$ cat config.mk
export PLATFORM = sky130hd
export DESIGN_NAME = reg_bank_arbiter
export DESIGN_NICKNAME = d
export VERILOG_FILES = /design/src/rtl/reg_bank_arbiter_pkg.sv /design/src/rtl/reg_bank_arbiter_reg_bank.sv /design/src/rtl/reg_bank_arbiter.sv
export SDC_FILE = /design/constraint.sdc
export NUM_CORES = 1
export LEC_CHECK = 0
export ABC_CLOCK_PERIOD_IN_PS = 4700
export BUFFER_PORTS_ARGS = -buffer_cell sky130_fd_sc_hd__buf_2
export CORE_AREA = 5 5 170 172
export DETAILED_ROUTE_END_ITERATION = 12
export DIE_AREA = 0 0 175 177
export PLACE_DENSITY = 0.56
export SETUP_SLACK_MARGIN = 0.2
export SKIP_LAST_GASP = 1
export SLEW_MARGIN = 20
export SYNTH_ARGS = -nofsm -noshare
export SYNTH_HDL_FRONTEND = slang
export SYNTH_HIERARCHICAL = 1
export SYNTH_SLANG_ARGS = --single-unit
$ cat constraint.sdc
create_clock -name clk -period 4.7 [get_ports clk]
set_clock_uncertainty 0.15 [all_clocks]
set_input_delay 0.94 -clock clk [delete_from_list [all_inputs] [get_ports clk]]
set_output_delay 0.94 -clock clk [all_outputs]
set_load 0.01 [all_outputs]
$ cat src/rtl/reg_bank_arbiter_pkg.sv
// rtl/reg_bank_arbiter_pkg.sv - shared constants and FSM encoding for the register bank arbiter
// Contents: bank geometry defaults (WIDTH, NREG, AW) and the sequencer state type.
package reg_bank_arbiter_pkg;

  localparam int WIDTH = 16;
  localparam int NREG  = 8;
  localparam int AW    = 3;

  typedef enum logic [1:0] {
    ST_IDLE   = 2'd0,
    ST_ACCESS = 2'd1,
    ST_DONE   = 2'd2
  } state_t;

endpackage

$ cat src/rtl/reg_bank_arbiter_reg_bank.sv
// rtl/reg_bank_arbiter_reg_bank.sv - bank of NREG load-enabled registers with one-hot load decode and read mux
// Ports:
//   clk, reset   : rising-edge clock, asynchronous active-high clear of every register
//   load         : write strobe for the register selected by addr
//   addr         : register index for both write and read
//   din          : write data
//   dout         : combinational read data of register addr
module reg_bank #(
  parameter int WIDTH = reg_bank_arbiter_pkg::WIDTH,
  parameter int NREG  = reg_bank_arbiter_pkg::NREG,
  parameter int AW    = reg_bank_arbiter_pkg::AW
) (
  input  logic             clk,
  input  logic             reset,
  input  logic             load,
  input  logic [AW-1:0]    addr,
  input  logic [WIDTH-1:0] din,
  output logic [WIDTH-1:0] dout
);

  import reg_bank_arbiter_pkg::*;

  logic [NREG-1:0]            ld;
  logic [NREG-1:0][WIDTH-1:0] regs;

  // At most one load line is ever active: the decode is gated by the single strobe.
  always_comb begin
    ld = '0;
    if (load) ld[addr] = 1'b1;
  end

  always_ff @(posedge clk or posedge reset) begin
    if (reset) begin
      regs <= '0;
    end else begin
      for (int i = 0; i < NREG; i++) begin
        if (ld[i]) regs[i] <= din;
      end
    end
  end

  assign dout = regs[addr];

endmodule

$ cat src/rtl/reg_bank_arbiter.sv
// rtl/reg_bank_arbiter.sv - two-client round-robin arbiter and sequencer for a register bank
// Ports:
//   clk, reset          : rising-edge clock, asynchronous active-high reset
//   req0/req1           : level requests, held until the matching done pulse
//   we0/we1             : 1 = write, 0 = read; sampled on the grant edge
//   addr0/addr1         : register index; sampled on the grant edge
//   in0/in1             : write data; sampled on the grant edge
//   gnt0/gnt1           : one-cycle pulse, request accepted (ACCESS cycle)
//   done0/done1         : one-cycle pulse, transaction complete (DONE cycle)
//   out                 : data of the most recently completed read
module reg_bank_arbiter #(
  parameter int WIDTH = reg_bank_arbiter_pkg::WIDTH,
  parameter int NREG  = reg_bank_arbiter_pkg::NREG,
  parameter int AW    = reg_bank_arbiter_pkg::AW
) (
  input  logic             clk,
  input  logic             reset,
  input  logic             req0,
  input  logic             we0,
  input  logic [AW-1:0]    addr0,
  input  logic [WIDTH-1:0] in0,
  output logic             gnt0,
  output logic             done0,
  input  logic             req1,
  input  logic             we1,
  input  logic [AW-1:0]    addr1,
  input  logic [WIDTH-1:0] in1,
  output logic             gnt1,
  output logic             done1,
  output logic [WIDTH-1:0] out
);

  import reg_bank_arbiter_pkg::*;

  state_t           state;
  logic             last;        // client granted most recently
  logic             cmd_client;
  logic             cmd_we;
  logic [AW-1:0]    cmd_addr;
  logic [WIDTH-1:0] cmd_data;
  logic             pick1;
  logic             load;
  logic [WIDTH-1:0] rdata;

  // Client 1 wins when it is alone, or on a tie when client 0 was served last.
  assign pick1 = req1 & (~req0 | ~last);

  // The bank is written only from the latched command, and only in ACCESS.
  assign load = (state == ST_ACCESS) && cmd_we;

  reg_bank #(
    .WIDTH(WIDTH),
    .NREG (NREG),
    .AW   (AW)
  ) u_bank (
    .clk  (clk),
    .reset(reset),
    .load (load),
    .addr (cmd_addr),
    .din  (cmd_data),
    .dout (rdata)
  );

  always_ff @(posedge clk or posedge reset) begin
    if (reset) begin
      state      <= ST_IDLE;
      last       <= 1'b1;   // makes client 0 the first tie winner
      cmd_client <= 1'b0;
      cmd_we     <= 1'b0;
      cmd_addr   <= '0;
      cmd_data   <= '0;
      gnt0       <= 1'b0;
      gnt1       <= 1'b0;
      done0      <= 1'b0;
      done1      <= 1'b0;
      out        <= '0;
    end else begin
      gnt0  <= 1'b0;
      gnt1  <= 1'b0;
      done0 <= 1'b0;
      done1 <= 1'b0;
      case (state)
        ST_IDLE: begin
          if (req0 | req1) begin
            cmd_client <= pick1;
            cmd_we     <= pick1 ? we1   : we0;
            cmd_addr   <= pick1 ? addr1 : addr0;
            cmd_data   <= pick1 ? in1   : in0;
            gnt0       <= ~pick1;
            gnt1       <= pick1;
            state      <= ST_ACCESS;
          end
        end
        ST_ACCESS: begin
          if (!cmd_we) out <= rdata;
          done0 <= ~cmd_client;
          done1 <= cmd_client;
          state <= ST_DONE;
        end
        ST_DONE: begin
          last  <= cmd_client;
          state <= ST_IDLE;
        end
        default: state <= ST_IDLE;
      endcase
    end
  end

endmodule

# After elaboration in Yosys (flattened, before gate mapping)
# Cells that the tools add are included.
op_classes:
  order_cmp: 2
  eq_ne: 3
  muxes: 16
  bitwise_logic: 8
  reduce_logical: 5
op_table:
  columns: ["cell", "n"]
  rows:
  - ["$bmux 16 s3", 1]
  - ["$mux 16", 2]
  - ["$mux 1", 8]
  - ["$mux 8", 1]
  - ["$not 1->1", 5]
  - ["$lt 3x4->1 const B", 1]
  - ["$pmux 2 s2", 1]
  - ["$reduce_and 2->1", 2]
  - ["$demux 1 s3", 1]
  - ["$ge 3x1->1 const B", 1]
  - ["$mux 3", 1]
  - ["$eq 2x1->1 const B", 1]
  - ["$eq 2x2->1 const B", 1]
  - ["$logic_and 1x1->1", 2]
  - ["$logic_not 2->1", 1]
  - ["$mux 2", 1]
  - ["$ne 2x2->1 const B", 1]
  - ["$or 1x1->1", 2]
  - ["$and 1x1->1", 1]
totals:
  reg_bits: 172
  input_bits: 44
  word_cells: 53

# Depth between registers and ports, before layout
# Gate-level depths: netlist of the first run.
depth:
  depth_word: 6
  depth_mapped: 8
  mapped_depth_nobuf: 5

# Cells and area by module
# Netlist of the first run, hierarchy kept.
modules_own_cells:
  columns: ["mod", "instances", "cells_per_inst", "area_each_um2", "seq_area_each_um2"]
  rows:
  - ["reg_bank", 1, 335, 6042.0, 3203.1]
  - ["reg_bank_arbiter", 1, 170, 1949.4, 1102.3]

# Least setup slack after synthesis of the first run
# No wires, ideal clock.
synth_timing:
  kind: "flip-flop to flip-flop"
  from: "register state[1]"
  to: "register u_bank/regs[16] (netlist bit)"
  setup_time_ps: 125
  arrival_ps: 1846
  required_ps: 4425
  slack_ps: 2579
  path_stages_with_launch: 9
  n_path_buf: 3
  period_less_slack_ps: 2121
  cell_sequence: "dfrtp_1 nand2b_4 inv_1 and2_1 buf_4 and4bb_2 buf_2 buf_2 mux2_2"
synth_via:
  elab_chain_len: 3
synth_rtl:
  columns: ["item", "line_no", "source"]
  rows:
  - ["start, declared", "reg_bank_arbiter.sv:35", "state_t state;"]
  - ["start signal, assigned", "reg_bank_arbiter.sv:66", "state <= ST_IDLE;"]
  - ["start signal, assigned", "reg_bank_arbiter.sv:91", "state <= ST_ACCESS;"]
  - ["start signal, assigned", "reg_bank_arbiter.sv:98", "state <= ST_DONE;"]
  - ["$eq 2x1->1", "reg_bank_arbiter.sv:49", "assign load = (state == ST_ACCESS) && cmd_we;"]
  - ["$logic_and 1x1->1", "reg_bank_arbiter.sv:49", null]
  - ["named net load", "reg_bank_arbiter.sv:42", "logic load;"]
  - ["$mux 8", "reg_bank_arbiter_reg_bank.sv:29", "if (load) ld[addr] = 1'b1;"]
  - ["end signal, assigned by index", "reg_bank_arbiter_reg_bank.sv:37", "if (ld[i]) regs[i] <= din;"]
  - ["end, declared", "reg_bank_arbiter_reg_bank.sv:24", "logic [NREG-1:0][WIDTH-1:0] regs;"]
# The timed path passes the listed nets, and every way through them passes these cells.
# A chain may end at the register's enable or synchronous reset.

# Final worst setup path of the first run
layout_timing:
  from: "register state[1]"
  to: "register u_bank/regs[8] (netlist bit)"
# The elaborated chain is that of the path after synthesis.

==> results.py, run 1 <==
metrics = {
    "critical_path": {
        "ff2ff_path_depth": 6,
        "startpoint_type": "register",
        "cp-endpoint": "u_bank/regs[8]",
        "r2r_end": "u_bank/regs[8]",
        "cp_cell_sequence": "nand2b_4 -> inv_1 -> and2_1 -> nor4b_4 -> buf_6 -> mux2_2",
        "cp.arrival_ps": 2880,
        "cp-end-kind": "register",
        "cp.required_ps": 4860,
        "r2r_setup_slack_ps": 1980,
        "crit_fanout": 9,
        "reg2reg_from": "state[1]",
        "cpPeakStageDelay_ps": 750,
        "cp-startpoint": "state[1]",
        "cp_slowest_cell": "nor4b_4",
        "path_class": "register to register",
    },
    "clocking": {
        "post_cts_resized": 0,
        "clock_sinks": 172,
        "cts_root_buf": "clkbuf_16",
        "ctsHtreeMaxLevel": 4,
        "cts_made_buffers": 17,
        "path_clk_slew_ps": 60,
        "cts_setup_buffers": 0,
        "insertion_delay_ps": 420,
        "hold_buffers": 0,
        "cts_tree": "yes",
        "clk_path_buf_depth": 2,
    },
    "sta": {
        "rsz0062_at_grt": "false",
        "tightest_slew_ps": 876,
        "period_share": 0.579,
        "period_minus_slack_ps": 2720,
        "timing.hold.ws_ps": 327,
        "tns_ps": 0,
        "maxSlewViolCount": 0,
        "max_slew_margin": 0.416,
        "max_freq_mhz": 367,
        "setup_viol": 0,
        "finalHoldViolCount": 0,
    },
    "synth": {
        "syn_area_per_cell_um2": 15.8,
        "ys.flop_type": "dfrtp_1",
        "synth_top_area_share": 0.535,
        "syn-instance-count": 505,
        "syn_nets": 549,
        "synth_top_area_cell": "dfrtp_1",
        "yosysSeqAreaShare": 0.539,
        "yosys_warnings": 6,
        "synthTopCellsByArea": "dfrtp_1 (54%), mux2_2 (21%), mux4_1 (9.2%)",
        "ys_ff_latch": 172,
        "synth_edf_count": 0,
        "yosysUniqueCellTypes": 30,
        "synth_commonest_cells": "dfrtp_1 (171), mux2_2 (151), inv_1 (45), mux4_1 (28), o221ai_1 (20)",
        "synth.most_common_cell": "dfrtp_1",
        "syn_area_mm2": 0.00799,
        "async_flop_share": 1.00,
    },
    "detailed_routing": {
        "viasPerCell": 4.79,
        "postRouteAntennaNets": 0,
        "drc": 0,
        "vias": 4419,
        "finalWirelength_um": 17800,
        "drtIter0Drc": 224,
        "dr.pass1.iters": 4,
        "wl_per_cell_um": 19.3,
    },
    "die": {
        "die_y_um": 177,
        "num_rows": 61,
        "start_util": 0.292,
        "fp.dieW_um": 175,
        "core-area_mm2": 0.0273,
        "dieArea_mm2": 0.0310,
        "pin_count": 64,
    },
    "final_layout": {
        "nets": 607,
        "n_antenna_cell": 0,
        "area_delta_synth_final_pct": 13.8,
        "layout-drive-gt1-share": 0.491,
        "design_area_mm2": 0.00910,
        "fillers": 2673,
    },
    "global_routing": {
        "grt_max_degree": 85,
        "grt_use_met3": 0.0214,
        "grt_overflow": 0,
        "grt_pass1_vias": 4910,
        "track_usage": 0.119,
        "grt_util_met1": 0.158,
        "top_usage_layer": "met2",
        "grt_first_pass_wirelength_um": 28400,
        "grt_antenna_before_repair": 0,
        "grtUsageMet2": 0.201,
    },
    "placement": {
        "port-buffer-count": 63,
        "place_area_mm2": 0.00850,
        "routabilityCongestion": 0.725,
        "dp_hpwl_um": 11200,
    },
    "power_and_ir_drop": {
        "power_switching_w": 0.00173,
        "p_leak_nw": 4.52,
        "power_switching_share": 0.318,
        "p_int_w": 0.00372,
        "power.density_mw_per_mm2": 599,
        "ir_drop_v": 0.000299,
        "pwr-share-clk": 0.248,
        "power_frac_comb": 0.301,
        "power_w": 0.00545,
        "seq_power_share": 0.451,
    },
    "job": {
        "max-cap-violations": 0,
    },
    "status": {
        "status": "finished, final reports clean",
    },
    "min_path": {
        "min-delay-start": "cmd_client",
        "hp-class": "register to register",
    },
}
==> worst max-delay path: cells and delay by family (launching register included) <==
| kind | cells | cell delay, ps |
|---|---|---|
| muxes | 1 | 340 |
| DFF | 1 | 410 |
| buffers and inverters | 2 | 330 |
| and+or+nand+nor | 3 | 1370 |
==> layout make-up <==
type | count | area (um2) | area share
clock buffers | 21 | 480 | 0.0528
clock inverters | 11 | 92.6 | 0.0102
inverters | 45 | 174 | 0.0191
multi-input cells | 257 | 3210 | 0.353
flip-flops and latches | 172 | 4310 | 0.474
well taps | 346 | 433 | 0.0476
repair buffers | 70 | 397 | 0.0436
==> worst min path at each step <==
stage,depth (start not counted),slack (ps),end
after CTS,1,330,done0
after global routing,1,360,u_bank/regs[100]
after detailed placement,1,320,done0
after floorplan,1,280,done0
after global placement,1,330,u_bank/regs[102]
final,1,330,done0
==> routing by layer <==
metal  vias to the layer above  wire length, um
met5                         -                0
met4                         0              217
met3                        15              442
met2                        72             8700
met1                      2344             8410
li1                       1988                -
==> cell families after synthesis <==
kind of cell           count (synthesis)  synth area share
DFF                                  172             0.539
buffers and inverters                 76            0.0593
and+or+nand+nor                       23            0.0319
AOI/OAI and AO/OA                     41            0.0351
muxes                                193             0.335
==> state kept, by name, summed over array words and instances (netlist names) <==
register / flops
u_bank/regs: 128
cmd_data: 16
out: 16
cmd_addr: 3
state: 2
cmd_client: 1
cmd_we: 1
done0: 1
done1: 1
gnt0: 1
gnt1: 1
last: 1
==> cell usage in the layout (no fill, tap or decap), types with 2 or more instances in the layout <==
master,instances
dfrtp_1,169
mux2_2,151
buf_2,63
inv_1,43
mux4_1,28
o221ai_1,20
o21ai_1,18
clkbuf_16,17
mux2_4,10
clkinv_2,6
clkinvlp_4,6
nor2_1,4
clkbuf_8,4
buf_4,4
mux4_2,4
o21ai_0,3
nand4b_4,3
and4bb_2,3
nand2_1,2
nand3_1,2
and2_1,2
dfrtp_2,2
buf_12,2
==> metrics by stage <==
stage / instances / worst slack (ps) / utilization
6_report: 922 / 1980 / 0.333
3_5_place_dp: 889 / 1970 / 0.311
2_1_floorplan: 505 / 2030 / -
4_1_cts: 921 / 1940 / 0.332
3_3_place_gp: 888 / 1870 / 0.311
5_1_grt: 922 / 1850 / 0.333
==> power by group through the flow <==
stage / logic, W / clock network (W) / registers (W)
6_report: 0.00164 / 0.00135 / 0.00246
2_1_floorplan: 0.00144 / 0 / 0.00229
5_1_grt: 0.00179 / 0.00144 / 0.00254
3_3_place_gp: 0.00161 / 0 / 0.00244
3_5_place_dp: 0.00167 / 0 / 0.00249
4_1_cts: 0.00168 / 0.00139 / 0.00246
Note: power is estimated with default switching activity, not from simulation.
==> run 2, diff against run 1 <==
ABC_CLOCK_PERIOD_IN_PS = 2200   (was 4700)
clock period = 2.2 ns   (was 4.7 ns; I/O delays follow)
==> run 2 against run 1 <==
  * Count of clock-buffer cells in the layout is 2 higher
  * Wire length is 7.9% higher
  * First-iteration DRC count is 3.1% higher
  * Hold slack worse by 200 ps
  * Register-to-register slack worse by 1800 ps
  * Non-clock buffer count is 63 higher
  * Via count is 5.7% higher
  * Critical path depth is 1 higher
  * Core utilization is 2.7 points higher
  * Setup slack worse by 1800 ps
==> results.py, run 2 (synthesized netlist as in run 1, its figures left out) <==
metrics = {
    "status": {
        "status": "finished, final reports clean",
    },
    "final_layout": {
        "area_delta_synth_final_pct": 23.2,
        "n_antenna_cell": 0,
        "nets": 670,
        "final_cell_mix": "dfrtp_1 (169), mux2_2 (126), buf_2 (64), inv_1 (42), buf_4 (41)",
        "largest_register_ffs": 128,
        "design_area_mm2": 0.00985,
        "final_common_cell": "dfrtp_1",
        "fillers": 2584,
        "top_regs": "u_bank/regs x128, cmd_data x16, out x16",
        "layout-drive-gt1-share": 0.553,
        "regMostFlops": "u_bank/regs",
    },
    "power_and_ir_drop": {
        "power_frac_comb": 0.377,
        "p_leak_nw": 4.89,
        "p_int_w": 0.00880,
        "seq_power_share": 0.405,
        "power_switching_w": 0.00407,
        "ir_drop_v": 0.000628,
        "power.density_mw_per_mm2": 1310,
        "power_switching_share": 0.316,
        "pwr-share-clk": 0.218,
    },
    "critical_path": {
        "cp-end-kind": "register",
        "cp.required_ps": 2360,
        "path_class": "register to register",
        "cp.arrival_ps": 2190,
        "cpPeakStageDelay_ps": 460,
        "startpoint_type": "register",
        "worst-path-buf-inv": 4,
        "cp_cell_sequence": "buf_6 -> buf_12 -> buf_12 -> buf_6 -> mux4_2 -> mux2_4 -> mux2_4",
        "crit_fanout": 6,
        "crit_family": "multiplexers",
        "cp_slowest_cell": "dfrtp_2",
    },
    "global_routing": {
        "grt_pass1_vias": 5080,
        "grt_first_pass_wirelength_um": 29100,
        "grt_overflow": 0,
        "track_usage": 0.122,
        "grt_max_degree": 129,
        "grt_antenna_before_repair": 0,
    },
    "clocking": {
        "clock_sinks": 172,
        "path_clk_slew_ps": 60,
        "cts_made_buffers": 17,
        "cts_root_buf": "clkbuf_16",
        "cts_tree": "yes",
        "insertion_delay_ps": 420,
        "ctsHtreeMaxLevel": 4,
        "clk_path_buf_depth": 2,
    },
    "sta": {
        "max_freq_mhz": 494,
        "max_slew_margin": 0.537,
        "rsz0062_at_grt": "true",
        "finalHoldViolCount": 0,
        "tightest_slew_ps": 694,
        "setup_viol": 0,
        "tns_ps": 0,
        "maxSlewViolCount": 0,
        "period_share": 0.921,
        "period_minus_slack_ps": 2030,
    },
    "placement": {
        "port-buffer-count": 63,
        "routabilityCongestion": 0.796,
        "place_area_mm2": 0.00876,
        "dp_hpwl_um": 11700,
    },
    "die": {
        "start_util": 0.292,
        "dieArea_mm2": 0.0310,
        "fp.dieW_um": 175,
        "die_y_um": 177,
        "core-area_mm2": 0.0273,
        "num_rows": 61,
        "pin_count": 64,
    },
    "min_path": {
        "hp-class": "primary input to register",
    },
    "detailed_routing": {
        "dr.pass1.iters": 4,
        "vias": 4669,
        "drtIter0Drc": 231,
        "viasPerCell": 4.75,
        "finalWirelength_um": 19200,
        "drc": 0,
        "postRouteAntennaNets": 0,
        "wl_per_cell_um": 19.5,
    },
    "job": {
        "max-cap-violations": 0,
    },
}
-- run 2: final cells by class --
class / count / area (um2) / area share
flip-flops and latches: 172 / 4310 / 0.437
multi-input cells: 257 / 3270 / 0.332
clock buffers: 23 / 468 / 0.0475
clock inverters: 7 / 67.6 / 0.00686
repair buffers: 133 / 1130 / 0.115
inverters: 45 / 173 / 0.0175
well taps: 346 / 433 / 0.0440
-- run 2: path summary, 6_finish.rpt --
kind / from / endpoint / slack, ps / depth (start not counted)
min in group asynchronous: reset / cmd_data[13] / 460 / 4
max in group asynchronous: reset / u_bank/regs[85] / 760 / 4
worst min-delay path: in0[4] / cmd_data[4] / 130 / 3
worst min register to register: cmd_client / done0 / 320 / 1
worst max register to register: cmd_addr[0] / out[12] / 170 / 7
worst max-delay path: cmd_addr[0] / out[12] / 170 / 7
-- run 2: what timing repair did --
action,4_1_cts,5_1_grt
pin swaps,1,1
resized for setup,2,43
hold endpoints to repair,43,0
gates cloned,0,5
setup buffers,7,33
setup endpoints to repair,45,79
hold buffers,1,0
-- run 2: metrics by stage --
step           std cells  hold WS (ps)  total power, W  utilization  setup WS [ps]
2_1_floorplan        505           278         0.00805            -           28.8
3_3_place_gp         907           327         0.00899        0.321            164
3_5_place_dp         907           321         0.00918        0.321            141
4_1_cts              945           117          0.0120        0.344            172
5_1_grt              983           132          0.0136        0.360            139
6_report             983           129          0.0129        0.360            174
-- run 2: power groups by stage --
stage	sequential (W)	combinational [W]	clock, W
6_report	0.00522	0.00486	0.00280
5_1_grt	0.00536	0.00520	0.00300
4_1_cts	0.00519	0.00399	0.00286
3_5_place_dp	0.00524	0.00394	0
3_3_place_gp	0.00516	0.00383	0
2_1_floorplan	0.00489	0.00316	0
-- run 2: tightest hold or removal path: stages --
cell and delay [ps]:
buf_2 70, inv_1 30, o221ai_1 120
-- run 2: per-layer routing --
metal | global-route usage | share of wire | vias to the layer above
li1 | - | - | 2097
met4 | 0.0324 | 0.011 | 0
met1 | 0.169 | 0.49 | 2456
met5 | 0 | 0 | -
met3 | 0.0261 | 0.033 | 15
met2 | 0.194 | 0.47 | 101
